## src/rtl/pattern_sweep_ctrl.sv

```systemverilog
// Exhaustive pattern sweep sequencer: drives 0..2^N_WIDTH-1, waits a settle time,
// emits (pattern, response) records over valid/ready. Optional MISR: SWEEP_MISR_EN.
module pattern_sweep_ctrl #(
  parameter int N_WIDTH   = 4,
  parameter int OUT_WIDTH = 1,
  parameter int SETTLE    = 1
) (
  input  logic                 CK,
  input  logic                 reset,
  input  logic                 start,
  input  logic                 abort,
  output logic [N_WIDTH-1:0]   pat_out,
  input  logic [OUT_WIDTH-1:0] dut_resp,
  output logic                 rec_valid,
  input  logic                 rec_ready,
  output logic [N_WIDTH-1:0]   rec_pat,
  output logic [OUT_WIDTH-1:0] rec_resp,
  output logic                 busy,
  output logic                 done
`ifdef SWEEP_MISR_EN
  ,
  output logic [15:0]          sig_out
`endif
);

  typedef enum logic [1:0] {
    S_IDLE = 2'd0,
    S_WAIT = 2'd1,
    S_EMIT = 2'd2,
    S_DONE = 2'd3
  } state_t;

  // The first pattern gets one extra settle cycle relative to later patterns,
  // which keeps the first-record latency at SETTLE+1 and the period at SETTLE+1.
  localparam logic [7:0]           CNT_FIRST = 8'(SETTLE);
  localparam logic [7:0]           CNT_NEXT  = 8'(SETTLE - 1);
  localparam logic [N_WIDTH-1:0]   PAT_ZERO  = {N_WIDTH{1'b0}};
  localparam logic [N_WIDTH-1:0]   PAT_ONE   = N_WIDTH'(1);
  localparam logic [N_WIDTH-1:0]   PAT_LAST  = {N_WIDTH{1'b1}};

  state_t               r_state;
  logic [N_WIDTH-1:0]   r_pat;
  logic [7:0]           r_cnt;
  logic [N_WIDTH-1:0]   r_rec_pat;
  logic [OUT_WIDTH-1:0] r_rec_resp;
  logic                 r_rec_valid;
  logic                 r_busy;
  logic                 r_done;

  state_t               w_state_nxt;
  logic [N_WIDTH-1:0]   w_pat_nxt;
  logic [7:0]           w_cnt_nxt;
  logic [N_WIDTH-1:0]   w_rec_pat_nxt;
  logic [OUT_WIDTH-1:0] w_rec_resp_nxt;
  logic                 w_rec_valid_nxt;
  logic                 w_hs;

  assign w_hs = r_rec_valid & rec_ready;

  // Next-state and next-datapath decode; abort from any active state wins.
  always_comb begin
    w_state_nxt     = r_state;
    w_pat_nxt       = r_pat;
    w_cnt_nxt       = r_cnt;
    w_rec_pat_nxt   = r_rec_pat;
    w_rec_resp_nxt  = r_rec_resp;
    w_rec_valid_nxt = r_rec_valid;
    if (abort && (r_state != S_IDLE)) begin
      w_state_nxt     = S_IDLE;
      w_pat_nxt       = PAT_ZERO;
      w_rec_valid_nxt = 1'b0;
    end else begin
      case (r_state)
        S_IDLE: begin
          w_pat_nxt       = PAT_ZERO;
          w_rec_valid_nxt = 1'b0;
          if (start && !abort) begin
            w_state_nxt = S_WAIT;
            w_cnt_nxt   = CNT_FIRST;
          end else begin
            w_state_nxt = S_IDLE;
          end
        end
        S_WAIT: begin
          if (r_cnt == 8'd0) begin
            w_state_nxt     = S_EMIT;
            w_rec_pat_nxt   = r_pat;
            w_rec_resp_nxt  = dut_resp;
            w_rec_valid_nxt = 1'b1;
          end else begin
            w_cnt_nxt = r_cnt - 8'd1;
          end
        end
        S_EMIT: begin
          if (w_hs) begin
            w_rec_valid_nxt = 1'b0;
            if (r_pat == PAT_LAST) begin
              w_state_nxt = S_DONE;
            end else begin
              w_state_nxt = S_WAIT;
              w_pat_nxt   = r_pat + PAT_ONE;
              w_cnt_nxt   = CNT_NEXT;
            end
          end else begin
            w_state_nxt = S_EMIT;
          end
        end
        S_DONE: begin
          w_state_nxt     = S_IDLE;
          w_pat_nxt       = PAT_ZERO;
          w_rec_valid_nxt = 1'b0;
        end
        default: begin
          w_state_nxt     = S_IDLE;
          w_pat_nxt       = PAT_ZERO;
          w_rec_valid_nxt = 1'b0;
        end
      endcase
    end
  end

  // State, datapath and flag registers; every output is taken from these.
  always_ff @(posedge CK or negedge reset) begin
    if (!reset) begin
      r_state     <= S_IDLE;
      r_pat       <= PAT_ZERO;
      r_cnt       <= 8'd0;
      r_rec_pat   <= PAT_ZERO;
      r_rec_resp  <= {OUT_WIDTH{1'b0}};
      r_rec_valid <= 1'b0;
      r_busy      <= 1'b0;
      r_done      <= 1'b0;
    end else begin
      r_state     <= w_state_nxt;
      r_pat       <= w_pat_nxt;
      r_cnt       <= w_cnt_nxt;
      r_rec_pat   <= w_rec_pat_nxt;
      r_rec_resp  <= w_rec_resp_nxt;
      r_rec_valid <= w_rec_valid_nxt;
      r_busy      <= (w_state_nxt == S_WAIT) || (w_state_nxt == S_EMIT);
      r_done      <= (w_state_nxt == S_DONE);
    end
  end

  assign pat_out   = r_pat;
  assign rec_valid = r_rec_valid;
  assign rec_pat   = r_rec_pat;
  assign rec_resp  = r_rec_resp;
  assign busy      = r_busy;
  assign done      = r_done;

`ifdef SWEEP_MISR_EN
  logic [15:0] r_sig;
  logic [15:0] w_sig_nxt;
  logic        w_seed;
  logic        w_step;

  function automatic logic [15:0] misr_step(input logic [15:0] sig,
                                            input logic [OUT_WIDTH-1:0] resp);
    misr_step = {sig[14:0], sig[15] ^ sig[13] ^ sig[12] ^ sig[10]} ^
                {{(16-OUT_WIDTH){1'b0}}, resp};
  endfunction

  assign w_seed = (r_state == S_IDLE) && start && !abort;
  assign w_step = (r_state == S_EMIT) && w_hs && !abort;

  // Signature update: seeded at sweep start, folded once per delivered record.
  always_comb begin
    w_sig_nxt = r_sig;
    if (w_seed) begin
      w_sig_nxt = 16'hFFFF;
    end else if (w_step) begin
      w_sig_nxt = misr_step(r_sig, r_rec_resp);
    end else begin
      w_sig_nxt = r_sig;
    end
  end

  // Signature register.
  always_ff @(posedge CK or negedge reset) begin
    if (!reset) begin
      r_sig <= 16'hFFFF;
    end else begin
      r_sig <= w_sig_nxt;
    end
  end

  assign sig_out = r_sig;
`endif

endmodule

```

## config.mk

```make
export PLATFORM = sky130hd
export DESIGN_NAME = pattern_sweep_ctrl
export DESIGN_NICKNAME = d
export VERILOG_FILES = /design/src/rtl/pattern_sweep_ctrl.sv
export SDC_FILE = /design/constraint.sdc
export NUM_CORES = 1
export LEC_CHECK = 0
export ABC_CLOCK_PERIOD_IN_PS = 3350
export CORE_MARGIN = 4
export CORE_UTILIZATION = 50
export CTS_CLUSTER_SIZE = 20
export DETAILED_ROUTE_END_ITERATION = 7
export HOLD_SLACK_MARGIN = 0.12
export PLACE_DENSITY = 0.74
export SYNTH_ARGS = -nofsm -noshare
export SYNTH_HDL_FRONTEND = slang
export SYNTH_SLANG_ARGS = --single-unit
```

## constraint.sdc

```tcl
create_clock -name CK -period 3.35 [get_ports CK]
set_input_delay 0.335 -clock CK [delete_from_list [all_inputs] [get_ports CK]]
set_output_delay 0.335 -clock CK [all_outputs]
set_load 0.02 [all_outputs]
```

==> results of run 1 <==
==> stage by stage <==
| step | worst slack (ps) | hold slack (ps) | std cells | util (%) | power, µW |
|---|---|---|---|---|---|
| global route | 820 | 546 | 175 | 60.3 | 925 |
| finish | 1080 | 527 | 175 | 60.3 | 852 |
| detailed placement | 898 | 503 | 172 | 59.4 | 742 |
| floorplan | 1320 | 39.4 | 131 | - | 647 |
| CTS | 1040 | 529 | 175 | 60.3 | 857 |
| global placement | 1010 | 486 | 172 | 59.4 | 733 |
==> worst paths after layout <==
path	start	endpoint	depth (start not counted)
max	pat_out[0]	r_cnt[2]	5
min	rec_pat[2]	rec_pat[2]	1
max reg2reg	pat_out[0]	r_cnt[2]	5
min reg2reg	rec_pat[2]	rec_pat[2]	1
max in group asynchronous	reset	pat_out[3]	1
min in group asynchronous	reset	rec_pat[2]	1
==> state kept, by name, summed over array words and instances (netlist names) <==
name	count
done	1
r_state	2
rec_valid	1
busy	1
rec_pat	4
r_cnt	8
pat_out	4
rec_resp	1
==> synthesized netlist by cell type, drive strengths merged (2+ instances only) <==
cell,n
a21oi,8
and2,2
buf,2
clkbuf,4
dfrtp,22
ha,8
inv,7
mux2,4
nand2,8
nand3,3
nand3b,2
nand4b,2
nor2,7
nor2b,3
nor3,4
nor4,2
o2111ai,2
o211ai,3
o21ai,7
o31ai,4
or3,2
or4,5
==> kinds of logic after synthesis <==
logic type               count (synthesis)  share of synthesized area, %
AO/OA/AOI/OAI                           37                          19.4
adder cells (fa/ha/maj)                  8                          7.73
buffers and inverters                   13                          4.44
flip-flops                              22                          42.5
multiplexers                             5                          5.41
AND/OR/NAND/NOR                         46                          20.5
==> power groups by stage <==
stage	clock (µW)	sequential, µW	combinational [µW]
after floorplan	0	387	260
after global placement	0	378	355
after detailed placement	0	380	362
after CTS	119	374	364
after global routing	131	385	409
final	114	375	363
==> layout make-up <==
cell class,instances,area (µm²),area share (%)
well taps,30,37.5,2.51
flip-flops and latches,22,551,36.9
repair buffers,17,170,11.4
inverters,7,26.3,1.76
multi-input cells,96,687,46.0
clock buffers,3,22.5,1.51
==> metal layers <==
| layer | global-route usage (%) | up-vias | part of all wire (%) |
|---|---|---|---|
| met3 | 3.29 | 5 | 6.2 |
| li1 | - | 519 | - |
| met5 | 0 | - | 0 |
| met4 | 6.80 | 0 | 1.4 |
| met1 | 22.5 | 514 | 44 |
| met2 | 29.7 | 32 | 49 |
==> critical path, stage by stage, from the launching register on <==
cell                        delay, ps
sky130_fd_sc_hd__dfrtp_1          470
sky130_fd_sc_hd__ha_1             250
sky130_fd_sc_hd__and3_1           180
sky130_fd_sc_hd__o21a_1           360
sky130_fd_sc_hd__or3_1            490
sky130_fd_sc_hd__a2111oi_0        400
==> PnR_summary.wiki, run 1 <==
{| class="wikitable"
! Metric !! Value
|-
| Maximum clock path buffer count || 2
|-
| Wire length per cell || 15.1 µm
|-
| First-pass GRT wire length || 4730 µm
|-
| Initial antenna violation count || 0
|-
| TritonCTS buffer count || 3
|-
| Source-to-sink clock delay at the later pin of the worst-skew pair || 300 ps
|-
| Worst-path maximum fanout || 18
|-
| Data required time of the critical path || 3530 ps
|-
| Signal arrival time at the worst endpoint || 2450 ps
|-
| Worst supply voltage drop on vdd || 381 µV
|-
| Sequential share of the synthesized area || 42.5%
|-
| Setup Crit Path Kind || reg -> reg
|-
| Gr ovfl total || 0
|-
| Post-synth top flop || sky130_fd_sc_hd__dfrtp_1
|-
| Ratio of final minimum period to clock period || 67.9%
|-
| Hold/Removal Path Class || reg -> reg
|-
| DRT antenna net count || 0
|-
| Most common cell after layout, fill and taps aside || sky130_fd_sc_hd__dfrtp_1
|-
| Yosys warnings || 0
|-
| Worst max-slew margin expressed relative to the limit || 35.2%
|-
| Standard cell area after detailed placement || 1470 µm²
|-
| Final layout net count || 161
|-
| Final count of hold timing violations || 0
|-
| Result of the run || finished, final reports clean
|-
| Clk network pwr share || 13.4%
|-
| Post-detailed-route via-to-cell ratio || 6.11
|-
| Gate power share || 42.6%
|-
| Clock tree from TritonCTS || built
|-
| HPWL after detailed placement || 1980 µm
|-
| Max H-tree Level || 1
|-
| Tmin final || 2270 ps
|-
| Startpoint Class || flip-flop
|-
| Proportion of register bits with asynchronous set or reset after synthesis || 100%
|-
| Transition time at the pin with the least slew margin || 969 ps
|-
| Sequential share of power || 44.0%
|-
| Leak pwr || 0.000624 µW
|-
| Number of endpoints failing setup at the final stage || 0
|-
| Area contributors post-synth || sky130_fd_sc_hd__dfrtp_1, sky130_fd_sc_hd__ha_1, sky130_fd_sc_hd__mux2_4
|-
| Fraction of final layout cells with drive strength greater than 1 || 6.21%
|-
| Element type at the critical path end || flip-flop
|-
| Vertical extent of the die || 58.9 µm
|-
| Final Max Tran Viols || 0
|-
| Die boundary width || 58.9 µm
|-
| Core area || 2480 µm²
|-
| Starting density of the core || 52.3%
|-
| Detailed-route via count || 1070
|-
| Synthesized netlist net count || 145
|-
| Row count || 18
|-
| Post-Synthesis Cell Area || 1290 µm²
|-
| Number of buffers inserted for hold repair after clock tree synthesis || 0
|-
| Count of maximum capacitance violations || 0
|-
| Post-CTS Setup Bufs || 0
|-
| Area grow syn2layout || 15.4%
|-
| Number of resized instances in the post-cts repair step || 0
|-
| Filler instances || 228
|-
| Worst Skew || 2.69 ps
|-
| Count of input and output buffers || 17
|-
| Total routing usage reported by global routing || 17.7%
|-
| Internal Power || 522 µW
|-
| Cell type with the largest total area after synthesis || sky130_fd_sc_hd__dfrtp_1
|-
| Drt first pass iters || 4
|-
| Max frequency || 440 MHz
|-
| Portion of synthesized cell area occupied by the leading cell type || 42.5%
|-
| Maximum number of pins on one net before global-route repair || 23
|-
| Worst R2R Setup Slack || 1080 ps
|-
| Clock slew at reported path FFs || 110 ps
|-
| Final instance area || 1490 µm²
|-
| DR DRC count || 0
|-
| RD Place Congestion || 0.841
|-
| Most used cells in the layout excluding fill and tap cells || sky130_fd_sc_hd__dfrtp_1, sky130_fd_sc_hd__clkdlybuf4s50_1, sky130_fd_sc_hd__nand2_1, sky130_fd_sc_hd__a21oi_1, sky130_fd_sc_hd__ha_1
|-
| Unrepaired setup endpoints after global routing || no
|-
| Antenna diode count || 0
|-
| I/O pin cnt || 18
|-
| Routed wire length || 2650 µm
|-
| Initial DRC Count || 42
|-
| Pwr Density || 570 nW/µm²
|-
| Vias in the first global route || 1056
|-
| Count of mapped cells out of synthesis || 131
|-
| TritonCTS sink count || 22
|-
| Count of different cell masters after synthesis || 44
|-
| Switching power as a share of total power || 38.7%
|-
| Register bit count reported by yosys || 22
|-
| Post-Route Setup TNS || 0 ps
|-
| Count of flip-flops with a built-in enable after synthesis || 0
|-
| Buffer type at the clock tree root || sky130_fd_sc_hd__clkbuf_4
|-
| Die area || 3470 µm²
|-
| Net switching power || 330 µW
|-
| Syn avg cell area || 9.89 µm²
|}
No activity file was read; power rests on OpenSTA's default activity.
==> run 2, diff against run 1 <==
Settings changed: ABC_CLOCK_PERIOD_IN_PS 3350 to 2120.
Clock period 3.35 ns to 2.12 ns, I/O delays scaled along.
==> run 2 against run 1 <==
Compared with the run above:
- clock power is 100% higher
- core utilization is 7.7 points higher
- maximum frequency is 13% higher
- wire length is 22% higher
- worst hold slack worse by 280 ps
- critical path depth stayed put
- design area is 13% higher
- highest routed layer unchanged
- cell count is 13% higher
- sequential power is 57% higher
- clock-buffer cell count is 1 higher
- critical path type unchanged
==> PnR_summary.wiki, run 2 (synthesized netlist as in run 1, its figures left out) <==
{| class="wikitable"
! Metric !! Value
|-
| Antenna diode count || 0 (unchanged)
|-
| Source-to-sink clock delay at the later pin of the worst-skew pair || 310 ps (about the same)
|-
| Fraction of final layout cells with drive strength greater than 1 || 20.4% (+14 points)
|-
| Signal arrival time at the worst endpoint || 2210 ps (-240 ps)
|-
| Slowest CP cell || sky130_fd_sc_hd__or4_1
|-
| Buffer type at the clock tree root || sky130_fd_sc_hd__clkbuf_4
|-
| Met1 track utilization from global routing || 24.9% (+2.4 points)
|-
| Ordered cell list for the critical path || or4_1 > o21bai_1 > a211oi_1 > buf_4 > a2111oi_1
|-
| Worst Skew || 2.32 ps (-0.376 ps)
|-
| Final Max Tran Viols || 0 (unchanged)
|-
| Worst supply voltage drop on vdd || 875 µV (+130%)
|-
| DRT antenna net count || 0 (unchanged)
|-
| Post-CTS Setup Bufs || 0 (unchanged)
|-
| Worst-path maximum fanout || 6 (-12)
|-
| Total chip power || 1610 µW (+89%)
|-
| Most common cell after layout, fill and taps aside || sky130_fd_sc_hd__dfrtp_1
|-
| Starting density of the core || 52.3% (unchanged)
|-
| Setup Crit Path Kind || reg -> reg
|-
| Initial antenna violation count || 0 (unchanged)
|-
| Initial DRC Count || 74 (+76%)
|-
| I/O pin cnt || 18 (unchanged)
|-
| Number of endpoints failing setup at the final stage || 0 (unchanged)
|-
| Met2 routing resource usage after global routing || 36.4% (+6.8 points)
|-
| Maximum number of pins on one net before global-route repair || 23 (unchanged)
|-
| Vias in the first global route || 1203 (+14%)
|-
| Worst max-slew margin expressed relative to the limit || 70.9% (+36 points)
|-
| Final count of hold timing violations || 0 (unchanged)
|-
| Drt first pass iters || 4 (unchanged)
|-
| DR DRC count || 0 (unchanged)
|-
| Buffers & Inverters on Critical Path || 1 (+1)
|-
| Final layout net count || 182 (+13%)
|-
| Area grow syn2layout || 30.0%
|-
| Leak pwr || 0.000739 µW (+19%)
|-
| Wire length per cell || 16.4 µm (+8.4%)
|-
| Tmin final || 2020 ps (-253 ps)
|-
| Data required time of the critical path || 2310 ps (-1220 ps)
|-
| Total routing usage reported by global routing || 21.2% (+3.4 points)
|-
| Final worst hold slack || 248 ps (-279 ps)
|-
| Die boundary width || 58.9 µm (unchanged)
|-
| Met3 global-route usage || 5.04% (+1.8 points)
|-
| Most used cells in the layout excluding fill and tap cells || sky130_fd_sc_hd__dfrtp_1, sky130_fd_sc_hd__buf_4, sky130_fd_sc_hd__clkdlybuf4s50_1
|-
| Result of the run || finished, final reports clean
|-
| Die area || 3470 µm² (unchanged)
|-
| Count of input and output buffers || 17 (unchanged)
|-
| RD Place Congestion || 0.872 (+3.7%)
|-
| Core area || 2480 µm² (unchanged)
|-
| Post-Route Setup TNS || 0 ps (unchanged)
|-
| Startpoint Class || flip-flop
|-
| Maximum clock path buffer count || 2 (unchanged)
|-
| Transition time at the pin with the least slew margin || 430 ps (-539 ps)
|-
| First-pass GRT wire length || 5560 µm (+18%)
|-
| Max frequency || 495 MHz (+13%)
|-
| Unrepaired setup endpoints after global routing || no
|-
| Slowest cell delay on critical path || 640 ps (+150 ps)
|-
| Clock slew at reported path FFs || 120 ps (about the same)
|-
| Element type at the critical path end || flip-flop
|-
| Hold/Removal Path Class || in -> async
|-
| Post-detailed-route via-to-cell ratio || 6.06 (-0.87%)
|-
| Number of buffers inserted for hold repair after clock tree synthesis || 0 (unchanged)
|-
| Max reg flops || 8 (unchanged)
|-
| HPWL after detailed placement || 2390 µm (+21%)
|-
| Pwr Density || 957 nW/µm² (+68%)
|-
| Clock tree from TritonCTS || built
|-
| TritonCTS buffer count || 3 (unchanged)
|-
| Detailed-route via count || 1194 (+12%)
|-
| Gr ovfl total || 0 (unchanged)
|-
| Vertical extent of the die || 58.9 µm (unchanged)
|-
| Gr busiest metal || met2
|-
| TritonCTS sink count || 22 (unchanged)
|-
| Count of maximum capacitance violations || 0 (unchanged)
|-
| Fin util || 68.0% (+7.7 points)
|-
| Routed wire length || 3230 µm (+22%)
|-
| Worst path top cell family by delay || compound AO/OA/AOI/OAI gates
|-
| Row count || 18 (unchanged)
|-
| Max H-tree Level || 1 (unchanged)
|-
| Ratio of final minimum period to clock period || 95.3% (+27 points)
|-
| Reg with most FFs || r_cnt
|}
-- run 2: cell count changes in the layout (fill, tap and decap cells not counted), sizes merged --
cell | previous run | this run
buf | 0 | 21
clkbuf | 3 | 4
-- run 2: area by class of cell --
class	count	area [µm²]
repair buffers	38	328
inverters	7	26.3
multi-input cells	96	706
fillers	192	793
flip-flops and latches	22	551
well taps	30	37.5
clock buffers	4	36.3
-- run 2: metal layers --
metal,vias up,part of all wire (%)
met2,56,49
met1,563,42
li1,564,-
met5,-,0
met3,11,5.8
met4,0,3.0
-- run 2: final timing paths --
path                            start         end  slack, ps  depth (start not counted)
max                          r_cnt[4]    r_cnt[2]        100                          5
min                             reset        done        250                          2
max reg2reg                  r_cnt[4]    r_cnt[2]        100                          5
min reg2reg                rec_pat[3]  rec_pat[3]        530                          1
max in group asynchronous       reset  pat_out[1]       1640                          2
min in group CK              dut_resp    rec_resp        520                          2
-- run 2: what timing repair did --
item / 4_1_cts / 5_1_grt
setup endpoints to repair: 1 / 6
hold endpoints to repair: 0 / 0
gates resized for setup: 1 / 5
-- run 2: stage by stage --
step                      setup slack (ps)  cell area (µm²)  instances
after global placement                 108             1630        193
final                                 98.9             1680        197
after CTS                             5.20             1670        197
after floorplan                       86.7             1290        131
after global routing                  16.0             1680        197
after detailed placement              15.1             1630        193
-- run 2: power by group --
group | switching (µW) | total [µW] | internal, µW
clock | 127 | 232 | 105
combinational | 402 | 792 | 390
sequential | 79.5 | 588 | 508
==> run 3, diff against run 2 <==
--- a/config.mk
+++ b/config.mk
@@ -14,2 +14,3 @@
 export PLACE_DENSITY = 0.74
+export SLEW_MARGIN = 20
 export SYNTH_ARGS = -nofsm -noshare
--- a/constraint.sdc
+++ b/constraint.sdc
@@ -3,2 +3,2 @@
 set_output_delay 0.212 -clock CK [all_outputs]
-set_load 0.02 [all_outputs]
+set_load 0.05 [all_outputs]
==> run 3 against run 2 <==
Compared with the run above:
- global-route usage shrank 1.3 points
- clock-buffer cell count is the same
- combinational power grew 0.8%
- maximum frequency grew 0.40%
- die area is the same
==> PnR_summary.wiki, run 3 (synthesized netlist as in run 1, its figures left out) <==
{| class="wikitable"
! Metric !! Value
|-
| Worst setup path start || r_cnt[0]
|-
| Maximum clock path buffer count || 2 (unchanged)
|-
| Transition time at the pin with the least slew margin || 525 ps (+94.6 ps)
|-
| Worst R2R Setup Slack || 110 ps (about the same)
|-
| Worst Skew || 5.06 ps (+2.75 ps)
|-
| Source-to-sink clock delay at the later pin of the worst-skew pair || 300 ps (about the same)
|-
| Critical path capture point || busy
|-
| RD Place Congestion || 0.908 (+4.1%)
|-
| Data required time of the critical path || 2320 ps (about the same)
|-
| Drt first pass iters || 4 (unchanged)
|-
| Die boundary width || 58.9 µm (unchanged)
|-
| Slowest cell delay on critical path || 470 ps (-170 ps)
|-
| Pwr Density || 959 nW/µm² (+0.18%)
|-
| Gr ovfl total || 0 (unchanged)
|-
| Slowest CP cell || sky130_fd_sc_hd__or3b_2
|-
| Result of the run || finished, final reports clean
|-
| Multi-input gate area || 698 µm² (-1.1%)
|-
| Initial DRC Count || 35 (-53%)
|-
| Worst supply voltage drop on vdd || 833 µV (-4.8%)
|-
| Ordered cell list for the critical path || inv_1 > ha_1 > or3b_2 > buf_4 > o21ai_0 > a21oi_1 > nor3_2 > ha_1
|-
| Count of input and output buffers || 17 (unchanged)
|-
| Buffers & Inverters on Critical Path || 2 (+1)
|-
| Buffer type at the clock tree root || sky130_fd_sc_hd__clkbuf_4
|-
| I/O pin cnt || 18 (unchanged)
|-
| Row count || 18 (unchanged)
|-
| Fraction of final layout cells with drive strength greater than 1 || 21.4% (+1.1 points)
|-
| Core area || 2480 µm² (unchanged)
|-
| Total stage count of the critical path || 8 (+3)
|-
| Worst path top cell family by delay || simple AND/OR/NAND/NOR gates
|-
| TritonCTS buffer count || 3 (unchanged)
|-
| Clk network pwr share || 14.3% (about the same)
|-
| DR DRC count || 0 (unchanged)
|-
| Ratio of final minimum period to clock period || 95.0% (-0.38 points)
|-
| Setup Crit Path Kind || reg -> reg
|-
| Worst-path maximum fanout || 3 (-3)
|-
| Leak pwr || 0.000738 µW (-0.20%)
|-
| Area grow syn2layout || 30.2%
|-
| Reg-to-reg startpoint || r_cnt[0]
|-
| End of the worst register-to-register path || busy
|-
| Sequential share of power || 36.4% (about the same)
|-
| Number of endpoints failing setup at the final stage || 0 (unchanged)
|-
| Filler instances || 199 (+3.6%)
|-
| Most common cell after layout, fill and taps aside || sky130_fd_sc_hd__buf_4
|-
| Antenna diode count || 0 (unchanged)
|-
| Wire length per cell || 15.8 µm (-4.0%)
|-
| Count of maximum capacitance violations || 0 (unchanged)
|-
| Area taken by flip-flops and latches || 553 µm² (+0.45%)
|-
| Starting density of the core || 52.3% (unchanged)
|-
| Tmin final || 2010 ps (-8.11 ps)
|-
| Switching power as a share of total power || 39.3% (+1.5 points)
|-
| Pre-CTS setup slack || 67.5 ps (+52.4 ps)
|-
| Maximum number of pins on one net before global-route repair || 18 (-22%)
|-
| Startpoint Class || flip-flop
|-
| Final layout net count || 183 (+0.55%)
|-
| Signal arrival time at the worst endpoint || 2220 ps (about the same)
|-
| Element type at the critical path end || flip-flop
|-
| Most used cells in the layout excluding fill and tap cells || sky130_fd_sc_hd__buf_4, sky130_fd_sc_hd__dfrtp_1, sky130_fd_sc_hd__clkdlybuf4s50_1
|-
| Reg with most FFs || r_cnt
|-
| Post-detailed-route via-to-cell ratio || 5.90 (-2.6%)
|-
| Final worst slack || 107 ps (+8.11 ps)
|-
| TritonCTS sink count || 22 (unchanged)
|-
| Hold/Removal Path Class || in -> async
|-
| Length of routed wiring on met1 || 1380 µm (+2.5%)
|-
| Number of buffers inserted for hold repair after clock tree synthesis || 0 (unchanged)
|-
| Total routing usage reported by global routing || 19.8% (-1.3 points)
|-
| Number of resized instances in the post-cts repair step || 0 (-1)
|-
| Net switching power || 635 µW (+4.4%)
|-
| Die area || 3470 µm² (unchanged)
|-
| Met2 wirelength from detailed routing || 1580 µm (-1.2%)
|-
| HPWL after detailed placement || 2400 µm (+0.37%)
|-
| Routed wire length || 3120 µm (-3.5%)
|-
| Path depth of the worst reg2reg path || 8 (+3)
|-
| Most common cell on crit path || sky130_fd_sc_hd__ha_1
|-
| First-pass GRT wire length || 5240 µm (-5.8%)
|-
| Vertical extent of the die || 58.9 µm (unchanged)
|-
| Detailed-route via count || 1169 (-2.1%)
|-
| Initial antenna violation count || 0 (unchanged)
|-
| Uppermost signal routing layer after detailed routing || met4
|-
| DRT antenna net count || 0 (unchanged)
|-
| Unrepaired setup endpoints after global routing || no
|-
| Clock slew at reported path FFs || 120 ps (about the same)
|-
| Max H-tree Level || 1 (unchanged)
|-
| Final count of hold timing violations || 0 (unchanged)
|-
| Clock tree from TritonCTS || built
|-
| Internal Power || 982 µW (-2.1%)
|-
| Post-Route Setup TNS || 0 ps (unchanged)
|-
| Post-CTS Setup Bufs || 0 (unchanged)
|-
| Vias in the first global route || 1194 (-0.75%)
|-
| Final Max Tran Viols || 0 (unchanged)
|-
| Total chip power || 1620 µW (+0.33%)
|-
| Gate power share || 49.4% (+0.3 points)
|-
| Worst max-slew margin expressed relative to the limit || 64.9% (-6.0 points)
|-
| Max reg flops || 8 (unchanged)
|-
| Max frequency || 497 MHz (+0.40%)
|-
| Met3 wire len || 142 µm (-24%)
|}
-- run 3: worst min path at each step --
stage,startpoint,end,slack (ps)
3_3_place_gp,rec_pat[1],rec_pat[1],470
2_1_floorplan,reset,busy,-80
3_5_place_dp,rec_pat[1],rec_pat[1],480
4_1_cts,reset,rec_resp,240
5_1_grt,reset,rec_resp,250
6_report,reset,rec_resp,230
-- run 3: cell type report --
| class | instances | area share [%] |
|---|---|---|
| multi-input combinational | 96 | 41.4 |
| sequential | 22 | 32.8 |
| timing repair buffer | 39 | 19.9 |
| tap | 30 | 2.23 |
| clock buffer | 4 | 2.15 |
| inverter | 7 | 1.56 |
-- run 3: layer usage --
metal	up-vias	global-route usage [%]
li1	573	-
met1	567	25.7
met2	27	33.6
met3	2	2.85
met4	0	6.80
met5	-	0
-- run 3: worst register-to-register path, delay by kind of cell, from the launching register on --
family                     cells  cell delay, ps
adders and majority gates      2             420
DFF                            1             400
buffers and inverters          2             250
and+or+nand+nor                2             610
AOI/OAI and AO/OA              2             240
-- run 3: stage by stage --
step | hold slack, ps | cells | utilization [%] | cell area, µm²
after CTS | 240 | 198 | 67.6 | 1680
after floorplan | -83.6 | 131 | - | 1300
after global routing | 251 | 198 | 68.1 | 1690
after global placement | 474 | 194 | 66.2 | 1640
final | 233 | 198 | 68.1 | 1690
after detailed placement | 479 | 194 | 66.2 | 1640
-- run 3: power by group through the flow --
stage / clock network (µW) / registers [µW] / logic [µW]
global placement: 0 / 588 / 763
CTS: 238 / 587 / 788
global route: 260 / 605 / 871
finish: 231 / 588 / 798
floorplan: 0 / 668 / 411
detailed placement: 0 / 595 / 786
